`config.mk`:
```
export PLATFORM = sky130hd
export DESIGN_NAME = uart_rx_fifo
export DESIGN_NICKNAME = d
export VERILOG_FILES = /design/src/rtl/uart_rx_fifo.sv
export SDC_FILE = /design/constraint.sdc
export NUM_CORES = 1
export LEC_CHECK = 0
export BUFFER_PORTS_ARGS = -buffer_cell sky130_fd_sc_hd__buf_2
export CAP_MARGIN = 20
export CORE_UTILIZATION = 30
export DETAILED_ROUTE_END_ITERATION = 6
export PLACE_DENSITY = 0.44
export SLEW_MARGIN = 20
export SYNTH_ARGS = -nofsm -noshare
export SYNTH_HDL_FRONTEND = slang
export SYNTH_SLANG_ARGS = --single-unit
```
`constraint.sdc`:
```
create_clock -name clk -period 3 [get_ports clk]
set_input_delay 0.45 -clock clk [delete_from_list [all_inputs] [get_ports clk]]
set_output_delay 0.45 -clock clk [all_outputs]
set_load 0.03 [all_outputs]
```
`src/rtl/uart_rx_fifo.sv`:
```
// 8N1 serial receiver (16x oversampled) feeding a first-word-fall-through byte FIFO.
// Optional interrupt output is built when UART_RX_IRQ_EN is defined.
module uart_rx_fifo #(
  parameter int CLK_FREQ_HZ = 8000000,
  parameter int BAUD        = 9600,
  parameter int DEPTH_LOG2  = 4
) (
  input  logic       clk,
  input  logic       reset,
  input  logic       i_UART_TX,
  input  logic       i_rd_en,
  input  logic       i_status_rd,
`ifdef UART_RX_IRQ_EN
  input  logic       i_irq_enable,
  output logic       o_rx_irq,
`endif
  output logic [7:0] o_rx_data,
  output logic [7:0] o_rx_status
);

  localparam int DIV   = CLK_FREQ_HZ / (BAUD * 16);
  localparam int DIV_W = (DIV > 1) ? $clog2(DIV) : 1;
  localparam int DEPTH = 2 ** DEPTH_LOG2;
  localparam logic [DIV_W-1:0]      DIV_LAST = DIV_W'(DIV - 1);
  localparam logic [DEPTH_LOG2-1:0] PTR_ONE  = DEPTH_LOG2'(1);
  localparam logic [DEPTH_LOG2:0]   CNT_FULL = (DEPTH_LOG2 + 1)'(DEPTH);
  localparam logic [DEPTH_LOG2:0]   CNT_ONE  = (DEPTH_LOG2 + 1)'(1);

  typedef enum logic [2:0] {S_WAIT_IDLE, S_IDLE, S_START, S_DATA, S_STOP} state_t;

  logic                  r_tx_meta, r_tx_sync;
  logic [1:0]            r_rd_sync, r_st_sync;
  logic                  r_rd_prev, r_st_prev;
  logic [DIV_W-1:0]      r_div_cnt;
  state_t                r_state, w_state_next;
  logic [3:0]            r_tcnt, w_tcnt_next;
  logic [2:0]            r_bitcnt, w_bitcnt_next;
  logic [7:0]            r_shift, w_shift_next;
  logic [7:0]            r_mem [DEPTH];
  logic [DEPTH_LOG2-1:0] r_wptr, r_rptr, w_rptr_next;
  logic [DEPTH_LOG2:0]   r_count, w_count_next;
  logic [7:0]            r_data;
  logic                  r_ovr, r_fe;
  logic                  w_tick, w_push_req, w_frame_err;
  logic                  w_rd_fall, w_st_fall, w_full, w_avail;
  logic                  w_push, w_pop, w_ovr_set;

  // The serial line synchroniser resets high so reset never looks like a start bit.
  always_ff @(posedge clk or posedge reset) begin
    if (reset) begin
      r_tx_meta <= 1'b1;
      r_tx_sync <= 1'b1;
      r_rd_sync <= 2'b00;
      r_st_sync <= 2'b00;
      r_rd_prev <= 1'b0;
      r_st_prev <= 1'b0;
    end else begin
      r_tx_meta <= i_UART_TX;
      r_tx_sync <= r_tx_meta;
      r_rd_sync <= {r_rd_sync[0], i_rd_en};
      r_st_sync <= {r_st_sync[0], i_status_rd};
      r_rd_prev <= r_rd_sync[1];
      r_st_prev <= r_st_sync[1];
    end
  end

  assign w_rd_fall = r_rd_prev & ~r_rd_sync[1];
  assign w_st_fall = r_st_prev & ~r_st_sync[1];

  always_ff @(posedge clk or posedge reset) begin
    if (reset)       r_div_cnt <= '0;
    else if (w_tick) r_div_cnt <= '0;
    else             r_div_cnt <= r_div_cnt + DIV_W'(1);
  end

  assign w_tick = (r_div_cnt == DIV_LAST);

  always_ff @(posedge clk or posedge reset) begin
    if (reset) begin
      r_state  <= S_WAIT_IDLE;
      r_tcnt   <= '0;
      r_bitcnt <= '0;
      r_shift  <= '0;
    end else begin
      r_state  <= w_state_next;
      r_tcnt   <= w_tcnt_next;
      r_bitcnt <= w_bitcnt_next;
      r_shift  <= w_shift_next;
    end
  end

  always_comb begin
    w_state_next  = r_state;
    w_tcnt_next   = r_tcnt;
    w_bitcnt_next = r_bitcnt;
    w_shift_next  = r_shift;
    w_push_req    = 1'b0;
    w_frame_err   = 1'b0;
    if (w_tick) begin
      case (r_state)
        S_WAIT_IDLE: if (r_tx_sync) w_state_next = S_IDLE;
        S_IDLE: begin
          if (!r_tx_sync) begin
            w_state_next = S_START;
            w_tcnt_next  = '0;
          end
        end
        S_START: begin
          // Re-check mid start bit so short low glitches are rejected.
          if (r_tcnt == 4'd7) begin
            w_tcnt_next   = '0;
            w_bitcnt_next = '0;
            w_state_next  = r_tx_sync ? S_IDLE : S_DATA;
          end else begin
            w_tcnt_next = r_tcnt + 4'd1;
          end
        end
        S_DATA: begin
          if (r_tcnt == 4'd15) begin
            w_shift_next = {r_tx_sync, r_shift[7:1]};
            w_tcnt_next  = '0;
            if (r_bitcnt == 3'd7) w_state_next  = S_STOP;
            else                  w_bitcnt_next = r_bitcnt + 3'd1;
          end else begin
            w_tcnt_next = r_tcnt + 4'd1;
          end
        end
        S_STOP: begin
          if (r_tcnt == 4'd15) begin
            w_tcnt_next = '0;
            if (r_tx_sync) begin
              w_push_req   = 1'b1;
              w_state_next = S_IDLE;
            end else begin
              w_frame_err  = 1'b1;
              w_state_next = S_WAIT_IDLE;
            end
          end else begin
            w_tcnt_next = r_tcnt + 4'd1;
          end
        end
        default: w_state_next = S_WAIT_IDLE;
      endcase
    end
  end

  assign w_full    = (r_count == CNT_FULL);
  assign w_avail   = (r_count != '0);
  assign w_pop     = w_rd_fall & w_avail;
  // A pop in the same cycle frees the slot, so a push into a full FIFO is then accepted.
  assign w_push    = w_push_req & (~w_full | w_pop);
  assign w_ovr_set = w_push_req & w_full & ~w_pop;
  assign w_rptr_next = w_pop ? r_rptr + PTR_ONE : r_rptr;

  always_comb begin
    w_count_next = r_count;
    if (w_push && !w_pop)      w_count_next = r_count + CNT_ONE;
    else if (w_pop && !w_push) w_count_next = r_count - CNT_ONE;
  end

  always_ff @(posedge clk) begin
    if (w_push) r_mem[r_wptr] <= r_shift;
  end

  always_ff @(posedge clk or posedge reset) begin
    if (reset) begin
      r_wptr  <= '0;
      r_rptr  <= '0;
      r_count <= '0;
      r_data  <= '0;
      r_ovr   <= 1'b0;
      r_fe    <= 1'b0;
    end else begin
      if (w_push) r_wptr <= r_wptr + PTR_ONE;
      r_rptr  <= w_rptr_next;
      r_count <= w_count_next;
      // Head register: bypass the byte being written when it becomes the new head.
      if (w_count_next == '0)                  r_data <= '0;
      else if (w_push && r_wptr == w_rptr_next) r_data <= r_shift;
      else                                      r_data <= r_mem[w_rptr_next];
      if (w_ovr_set)      r_ovr <= 1'b1;
      else if (w_st_fall) r_ovr <= 1'b0;
      if (w_frame_err)    r_fe <= 1'b1;
      else if (w_st_fall) r_fe <= 1'b0;
    end
  end

  assign o_rx_data   = r_data;
  assign o_rx_status = {4'b0000, w_full, r_fe, r_ovr, w_avail};

`ifdef UART_RX_IRQ_EN
  logic r_irq;

  always_ff @(posedge clk or posedge reset) begin
    if (reset) r_irq <= 1'b0;
    else       r_irq <= i_irq_enable & (w_avail | r_ovr | r_fe);
  end

  assign o_rx_irq = r_irq;
`endif

endmodule

```
After elaboration in Yosys (flattened, before gate mapping)

Memories as Yosys holds them, arrays and structs flattened.
Index checks and enable logic that the tools add are counted.

Input bits: 5
Latch bits: 0
Bits in writable memories: 128
Memories kept: 1
Logic and storage cells: 106
Output and inout bits: 16
Bits in registers: 55
Memory bits (read-only): 0

Memories:

| name  | words | bits a word | read ports | clocked after Yosys merged registers in | wr ports | line | RTL |
|---|---|---|---|---|---|---|---|
| r_mem | 16    | 8           | 1          | 0                                       | 1        | 39   | `logic [7:0] r_mem [DEPTH];` |

Shift-type cells: 0
Reductions and logical operators: 17
Add/subtract/negate cells: 7
Bitwise gates (word level): 11
Magnitude comparators: 0
Divide/modulo/power cells: 0
$mul: 0
Multiplexer cells: 36
Eq/ne operators: 17

Operators with widths:

| cell                                                            | number |
|---|---|
| 3-bit 2-to-1 mux                                                | 9 |
| 4-bit 2-to-1 mux                                                | 4 |
| 8-bit 2-to-1 mux                                                | 2 |
| 3-bit one-hot mux with 5 select lines                           | 1 |
| 1-bit 2-to-1 mux                                                | 14 |
| 2-bit != test, second input constant                            | 7 |
| 4-bit by 1-bit adder with 4-bit output, second input constant   | 3 |
| 4-bit one-hot mux with 3 select lines                           | 1 |
| 5-bit 2-to-1 mux                                                | 2 |
| 7-bit AND reduction                                             | 1 |
| 6-bit by 1-bit adder with 6-bit output, second input constant   | 1 |
| 1-bit AND                                                       | 6 |
| 3-bit by 2-bit == test with 1-bit output, second input constant | 2 |
| 3-bit == test, second input constant                            | 2 |
| 6-bit == test, second input constant                            | 1 |
| 6-bit 2-to-1 mux                                                | 1 |
| 3-bit one-hot mux with 2 select lines                           | 1 |
| 3-bit AND reduction                                             | 2 |
| 2-bit nonzero test                                              | 3 |
| 5-bit by 1-bit adder with 5-bit output, second input constant   | 1 |
| 5-bit == test, second input constant                            | 1 |
| 5-bit zero test                                                 | 1 |
| 5-bit AND reduction                                             | 1 |
| 5-bit nonzero test                                              | 1 |
| other kinds (14)                                                | 20 |

Logic depth before layout (Yosys ltp)

Gate-level depths: netlist of the first run.

Word-level depth: 11
Depth in mapped cells: 12
Depth with buffers taken out: 11

Least setup slack after synthesis of the first run

Ideal clock, no wire load.

Kind: flip-flop to flip-flop
From: register r_div_cnt[0]
To: memory r_mem[3][0], enable pin
Slack: 0.096 ns
Data arrival time: 2.521 ns
Stages on the path, launching flop included: 8
Required time: 2.617 ns
Setup time: 0.383 ns
Clock period less this slack: 2.904 ns
Cell sequence: dfrtp_1 > ha_1 > nor2b_1 > and4b_1 > and3_1 > nor3b_1 > nand2_1 > nor3_1

Cells in the longest elaborated chain, start to end: 5

Ends and longest elaborated chain:

| item                                   | line | RTL |
|---|---|---|
| from (decl)                            | 34   | `logic [DIV_W-1:0] r_div_cnt;` |
| from (signal assigned)                 | 73   | `else r_div_cnt <= r_div_cnt + DIV_W'(1);` |
| 6-bit == test                          | 76   | `assign w_tick = (r_div_cnt == DIV_LAST);` |
| 1-bit 2-to-1 mux                       | 99   | `if (w_tick) begin` |
| 1-bit AND                              | 151  | `assign w_push = w_push_req & (~w_full \| w_pop);` |
| 1-bit 2-to-1 mux                       | 162  | `if (w_push) r_mem[r_wptr] <= r_shift;` |
| 1-bit 2-to-1 mux (not written as such) | 162  |  |
| to (decl)                              | 39   |  |

Every way passes these cells.

Final worst setup path of the first run

From: register r_state[0]
To: register r_data[6] (netlist: o_rx_data[6])

Cells in the longest elaborated chain, start to end: 10
Elaborated cells on any way between the ends: 13

Ends and longest elaborated chain:

| item                   | line | RTL |
|---|---|---|
| from (decl)            | 35   | `state_t r_state, w_state_next;` |
| from (signal assigned) | 85   | `r_state <= w_state_next;` |
| 3-bit == test *        | 100  | `case (r_state)` |
| 1-bit 2-to-1 mux *     | 100  |  |
| 1-bit 2-to-1 mux *     | 99   |  |
| 1-bit AND *            | 151  |  |
| 1-bit zero test        | 158  | `else if (w_pop && !w_push) w_count_next = r_count - CNT_ONE;` |
| 1-bit logical AND      | 158  |  |
| 5-bit 2-to-1 mux       | 158  |  |
| 5-bit 2-to-1 mux       | 157  | `if (w_push && !w_pop) w_count_next = r_count + CNT_ONE;` |
| 5-bit zero test        | 178  | `if (w_count_next == '0) r_data <= '0;` |
| 8-bit 2-to-1 mux *     | 178  |  |
| to (signal assigned)   | 179  | `else if (w_push && r_wptr == w_rptr_next) r_data <= r_shift;` |
| to (signal assigned)   | 180  | `else r_data <= r_mem[w_rptr_next];` |
| to (decl)              | 42   | `logic [7:0] r_data;` |

Every way passes the cells marked *; elsewhere a longest branch is shown, timed or not.
A chain may end at the register's enable or synchronous reset.

==> results of run 1 <==
## metal layers
layer  global-route usage, %  up-vias
met5                       0        -
li1                        -     2507
met2                   24.79       97
met4                   6.189        0
met3                   2.744       29
met1                   20.48     2733
## power breakdown
| part | switching (W) | internal (W) |
|---|---|---|
| logic | 0.0000304 | 0.00000733 |
| registers | 0.00000239 | 0.00268 |
| clock network | 0.00102 | 0.00122 |
| total | 0.00106 | 0.00391 |
## synthesized netlist by cell type, drive strengths merged (8+ instances only)
master | count | area share (%)
mux4 | 8 | 2.1
dfrtp | 53 | 16
mux2 | 40 | 5.3
nand2 | 41 | 1.8
xnor2 | 12 | 1.5
buf | 21 | 1.5
inv | 13 | 0.60
nand3 | 15 | 0.89
mux2i | 26 | 3.1
a221oi | 8 | 0.83
nand2b | 11 | 0.81
nor2 | 36 | 1.7
a21oi | 18 | 1.1
ha | 11 | 1.6
o22ai | 17 | 1.3
edfxtp | 128 | 45
o21ai | 40 | 2.4
nor3 | 13 | 0.77
clkbuf | 20 | 0.89
## cell type report
type                       instances  area (um^2)  share of cell area (%)
sequential                       183         5223                   53.26
tap                              378        473.0                   4.823
clock buffer                      20        456.7                   4.657
timing repair buffer              63        436.7                   4.453
clock inverter                    12        132.6                   1.353
multi-input combinational        400         3033                   30.93
inverter                          13        51.30                  0.5232
## state kept, by name, summed over array words and instances (netlist names), 4 cells and up
name       count
r_div_cnt      6
r_wptr         4
r_rptr         4
r_count        5
o_rx_data      8
r_shift        8
r_mem        128
r_tcnt         4
## cell usage in the layout, fill, tap and decap left out, types with 5 or more instances in the layout
cell       count
inv_1         10
buf_4         46
o211ai_1       7
a211o_1        7
nand2b_1      11
xnor2_1       10
nand3_1       15
a21oi_1       18
edfxtp_1     128
ha_1          11
a221oi_1       8
nor2_1        34
mux2_2        40
mux2i_1       26
nor2b_1        5
dfrtp_1       53
o21ai_0       40
o22ai_1       17
mux4_2         8
o221ai_1       7
buf_2         16
clkbuf_16     17
nand2_1       41
o22a_1         7
o311a_1        7
nor3_1        13
## worst max-delay path, cell delays in order (launching register included)
cell       delay [ns]
dfrtp_1          0.49
nand4bb_1        0.35
or3_1            0.53
and2_0           0.31
or3_1            0.40
a21oi_1          0.22
nor4b_4          0.22
buf_4            0.20
a21oi_1          0.07
## worst paths after layout
check	to	slack, ns	cells past startpoint
setup / recovery	o_rx_data[6]	0.10	8
hold / removal	r_tx_meta	0.11	1
setup reg to reg	o_rx_data[6]	0.10	8
hold reg to reg	r_st_sync[1]	0.35	0
max in group asynchronous	o_rx_data[0]	2.11	3
min in group asynchronous	r_rptr[1]	0.21	2
## cells by family after synthesis
family          synth area share [%]
mux                            10.51
compound gates                 11.21
fa+ha+maj                      1.623
simple gates                   9.842
other cells                  0.04422
xor+xnor                       2.154
flops                          61.59
buf+inv                        3.025
## timing repair
action | CTS | global route
endpoints found under the setup margin | 0 | 8
gates resized for setup | 0 | 4
setup buffers | 0 | 0
## metrics by stage
| stage | area, um^2 | power, W | utilization, % |
|---|---|---|---|
| floorplan | 8491 | 0.002766 | - |
| global placement | 9191 | 0.002777 | 33.08 |
| finish | 9806 | 0.004966 | 35.30 |
| detailed placement | 9191 | 0.002779 | 33.08 |
| global route | 9806 | 0.005119 | 35.30 |
| CTS | 9781 | 0.005020 | 35.21 |
==> metrics.md, run 1 <==
| Metric | Value |
|---|---|
| Run status | complete, no violations |
| Asr flop ratio synth | 30.05% |
| Std-Cell Rows | 61 |
| Setup violators final | 0 |
| R2R Path Start | r_state[0] |
| Fraction of layout cells with a size suffix above 1 | 23.30% |
| Startpoint Class | flip-flop |
| Fin. Hold Viols | 0 |
| Fmax achieved | 345.2 MHz |
| First-pass GRT wire length | 32680 um |
| Relative slew slack | 34.90% |
| IO Count | 21 |
| DP Worst Slack | 0.1124 ns |
| Synthesized flop and latch total | 183 |
| Routability cong. | 0.8015 |
| Largest net degree at the start of global routing | 42 |
| Top Layer Used | met4 |
| CTS tree | yes |
| PwrDens | 506.5 mW/mm^2 |
| Final Non-Filler Cells | 1069 |
| Grt total ovfl | 0 |
| Die X | 170.1 um |
| Worst Path Max Fanout | 9 |
| CTS buffer count | 17 |
| Starting density of the core | 30.52% |
| Worst path arrival time | 3.21 ns |
| Tightest Hold Check Type | in2reg |
| ANT cells | 0 |
| Die Ht | 170.1 um |
| Dpl hpwl | 14320 um |
| Post-synthesis sequential area ratio | 61.59% |
| Antenna-violating nets left | 0 |
| CTS root buf | clkbuf_16 |
| Net count, final | 694 |
| Met2 WL | 9932 um |
| Vias | 5366 |
| Drt total wl | 21100 um |
| Number of max-cap violations | 0 |
| Clock Sinks | 183 |
| # port buffers | 16 |
| Crit path from | r_state[0] |
| Met3 WL post-DR | 686 um |
| 1st-pass router iterations | 5 |
| Wire per inst | 19.74 um |
| Period utilization | 96.55% |
| Library cells used by synthesis | 69 |
| Post-route setup slack | 0.1034 ns |
| Worst-Margin Slew | 0.9765 ns |
| Yosys warning count | 0 |
| Drc violations | 0 |
| Placed cells | 1037 |
| Clock Latency Late Sink | 0.43 ns |
| EDFF count, synth | 128 |
| Worst EP required | 3.31 ns |
| Clock buffer depth | 2 |
| Post-CTS Hold Buffers | 0 |
| Setup TNS | 0 ns |
| Worst Clk Skew | 0.01075 ns |
| Die ar. | 0.02894 mm^2 |
| Antenna violations before repair | 0 |
| RSZ-0062 raised after global routing | yes |
| Worst hold start | i_UART_TX |
| Max-slew violations | 0 |
| Core area | 0.02778 mm^2 |
| Number of global-route vias before repair | 5504 |
| Detailed Route Iter0 Violations | 371 |
| Met1 wire length | 9985 um |
| Main synth FF type | edfxtp_1 |
| Setup CP Type | reg2reg |
| WHS | 0.1144 ns |
| Fill cells | 2742 |
| Via density | 5.020 |
| Crit path time final | 2.897 ns |
| GRT Overall Usage | 15.39% |
| Clock transition at the registers of the reported paths | 0.07 ns |
| CP Capture Type | flip-flop |
| Peak VDD IR | 0.0003190 V |
| Gate Count Post-Synth | 634 |
| Synthesis-to-layout area growth | 15.64% |
| P_leak | 3.196 nW |
| Avg Cell Area, Syn | 13.37 um^2 |
| Syn Std Cell Area | 0.008479 mm^2 |
| H-Tree Depth | 4 |
No activity file was read; power rests on OpenSTA's default activity.
==> run 2: changes to the inputs <==
--- a/config.mk
+++ b/config.mk
@@ -9,7 +9,7 @@
 export CAP_MARGIN = 20
 export CORE_UTILIZATION = 30
 export DETAILED_ROUTE_END_ITERATION = 6
-export PLACE_DENSITY = 0.44
+export PLACE_DENSITY = 0.42
 export SLEW_MARGIN = 20
 export SYNTH_ARGS = -nofsm -noshare
 export SYNTH_HDL_FRONTEND = slang
==> constraint.sdc (replaced) <==
create_clock -name clk -period 3.7 [get_ports clk]
set_input_delay 0.555 -clock clk [delete_from_list [all_inputs] [get_ports clk]]
set_output_delay 0.555 -clock clk [all_outputs]
set_load 0.03 [all_outputs]
==> run 2 against run 1 <==
  * Register-to-register slack improved by 0.43 ns
  * Die area did not move
  * First-iteration DRC count rose by 26%
  * Count of clock-buffer cells in the layout fell by 1
  * Highest routed layer unchanged
==> metrics.md, run 2 (synthesized netlist as in run 1, its figures left out) <==
| Metric | Value |
|---|---|
| Run status | complete, no violations (unchanged) |
| Drt total wl | 21510 um (was 21100 um) |
| ANT cells | 0 (unchanged) |
| CTS tree | yes (unchanged) |
| Post-CTS sizing | 0 (unchanged) |
| RSZ-0062 raised after global routing | no (was yes) |
| Core area | 0.02778 mm^2 (unchanged) |
| Internal power | 0.003063 W (was 0.003909 W) |
| Fin. Hold Viols | 0 (unchanged) |
| Detailed Route Iter0 Violations | 468 (was 371) |
| Grt total ovfl | 0 (unchanged) |
| Post-CTS Hold Buffers | 0 (unchanged) |
| 1st-pass router iterations | 5 (unchanged) |
| Die Ht | 170.1 um (unchanged) |
| Clock buffer depth | 2 (unchanged) |
| CP Capture Type | flip-flop (unchanged) |
| Routability cong. | 0.8063 (was 0.8015) |
| Design Area, Final | 0.009614 mm^2 (was 0.009806 mm^2) |
| Clock power share | 43.6% (was 45.2%) |
| CTS buffer count | 17 (unchanged) |
| Placed inst area | 0.009079 mm^2 (was 0.009191 mm^2) |
| Synthesis-to-layout area growth | 13.38% (was 15.64%) |
| Most common cell after layout, fill and taps aside | edfxtp_1 (unchanged) |
| Fill cells | 2744 (was 2742) |
| PwrDens | 407.1 mW/mm^2 (was 506.5 mW/mm^2) |
| Worst EP required | 3.98 ns (was 3.31 ns) |
| Clock Latency Late Sink | 0.44 ns (was 0.43 ns) |
| Number of global-route vias before repair | 5500 (was 5504) |
| Starting density of the core | 30.52% (unchanged) |
| Std-Cell Rows | 61 (unchanged) |
| Worst path arrival time | 3.45 ns (was 3.21 ns) |
| Via density | 5.059 (was 5.020) |
| Setup TNS | 0 ns (unchanged) |
| Placed cells | 1022 (was 1037) |
| Tightest Hold Check Type | in2reg (unchanged) |
| Crit path time final | 3.168 ns (was 2.897 ns) |
| Setup violators final | 0 (unchanged) |
| Worst Clk Skew | 0.01538 ns (was 0.01075 ns) |
| Setup CP Type | reg2reg (unchanged) |
| Die ar. | 0.02894 mm^2 (unchanged) |
| Period utilization | 85.63% (was 96.55%) |
| H-Tree Depth | 4 (unchanged) |
| CP Cell Sequence | nand4bb_1 > or3_1 > and2_0 > or3_1 > a21oi_1 > nor4b_4 > a21oi_1 (was nand4bb_1 > or3_1 > and2_0 > or3_1 > a21oi_1 > nor4b_4 > buf_4 > a21oi_1) |
| Biggest register | r_mem (unchanged) |
| Largest net degree at the start of global routing | 53 (was 42) |
| Clock transition at the registers of the reported paths | 0.08 ns (was 0.07 ns) |
| Max-slew violations | 0 (unchanged) |
| Die X | 170.1 um (unchanged) |
| Antenna violations before repair | 0 (unchanged) |
| Commonest non-fill, non-tap cells in the layout | edfxtp_1 (128), dfrtp_1 (53), nand2_1 (41) (was edfxtp_1 (128), dfrtp_1 (53), buf_4 (46)) |
| Max reg flops | 128 (unchanged) |
| Net count, final | 679 (was 694) |
| Startpoint Class | flip-flop (unchanged) |
| Vias | 5332 (was 5366) |
| Fmax achieved | 315.6 MHz (was 345.2 MHz) |
| Final Non-Filler Cells | 1054 (was 1069) |
| CTS root buf | clkbuf_16 (unchanged) |
| Setup Buffers After CTS | 0 (unchanged) |
| Seq pwr share | 55.7% (was 54.1%) |
| Critical-path top delay cell | nor4b_4 (was or3_1) |
| Max stage delay on crit path | 0.64 ns (was 0.53 ns) |
| Worst-Margin Slew | 0.9222 ns (was 0.9765 ns) |
| GRT Overall Usage | 16.02% (was 15.39%) |
| First-pass GRT wire length | 33790 um (was 32680 um) |
| Drc violations | 0 (unchanged) |
| Sw Share | 21.74% (was 21.28%) |
| CP delay by family, top | simple AND/OR/NAND/NOR gates (unchanged) |
| Combinational share of power | 0.7% (was 0.8%) |
| Number of max-cap violations | 0 (unchanged) |
| Wire per inst | 20.41 um (was 19.74 um) |
| Dpl hpwl | 14060 um (was 14320 um) |
| Antenna-violating nets left | 0 (unchanged) |
| Fraction of layout cells with a size suffix above 1 | 21.30% (was 23.30%) |
| P_leak | 3.095 nW (was 3.196 nW) |
| # port buffers | 16 (unchanged) |
| Switching pwr | 0.0008510 W (was 0.001057 W) |
| Buf/Inv on CP | 0 (was 1) |
| Worst Path Max Fanout | 16 (was 9) |
| IO Count | 21 (unchanged) |
| Relative slew slack | 38.43% (was 34.90%) |
| Clock Sinks | 183 (unchanged) |
| Peak VDD IR | 0.0002731 V (was 0.0003190 V) |
==> run 2: layout make-up <==
class | instances | area, um^2 | share of cell area (%)
well taps | 378 | 473.0 | 4.919
repair buffers | 48 | 320.3 | 3.332
clock buffers | 19 | 442.9 | 4.607
clock inverters | 13 | 92.59 | 0.9630
multi-input cells | 400 | 3012 | 31.32
flip-flops and latches | 183 | 5223 | 54.32
inverters | 13 | 51.30 | 0.5336
==> run 2: power by group through the flow <==
stage | combinational [W] | clock [W] | sequential (W)
after floorplan | 0.0000231 | 0 | 0.00222
after global placement | 0.0000296 | 0 | 0.00222
after detailed placement | 0.0000296 | 0 | 0.00222
after CTS | 0.0000298 | 0.00175 | 0.00218
after global routing | 0.0000327 | 0.00183 | 0.00218
final | 0.0000282 | 0.00171 | 0.00218
==> run 2: metrics by stage <==
step	util (%)	hold WS [ns]	setup WS [ns]	total power, W
floorplan	-	0.3312	0.7958	0.002243
global placement	32.68	0.3399	0.6221	0.002252
detailed placement	32.68	0.3428	0.6034	0.002252
CTS	34.61	0.1987	0.5487	0.003960
global route	34.61	0.2002	0.2873	0.004039
finish	34.61	0.2173	0.5316	0.003914
==> run 2: worst paths after layout <==
| kind | start | end | slack, ns | depth (start not counted) |
|---|---|---|---|---|
| setup / recovery | r_state[2] | o_rx_data[6] | 0.53 | 7 |
| hold / removal | i_UART_TX | r_tx_meta | 0.22 | 1 |
| setup reg to reg | r_state[2] | o_rx_data[6] | 0.53 | 7 |
| hold reg to reg | r_st_sync[0] | r_st_sync[1] | 0.36 | 0 |
| max in group asynchronous | reset | r_tx_meta | 2.52 | 3 |
| min in group asynchronous | reset | r_st_sync[1] | 0.32 | 2 |
==> run 2: routing by layer <==
metal	global-route usage, %	wire, um
met5	0	0
met1	20.58	9730
met4	5.797	448
met3	3.093	777
met2	26.78	10560
==> run 2: worst reg2reg max path, stage by stage, from the launching register on <==
cell,delay [ns]
dfrtp_1,0.63
nand4bb_1,0.24
or3_1,0.52
and2_0,0.28
or3_1,0.39
a21oi_1,0.20
nor4b_4,0.64
a21oi_1,0.11
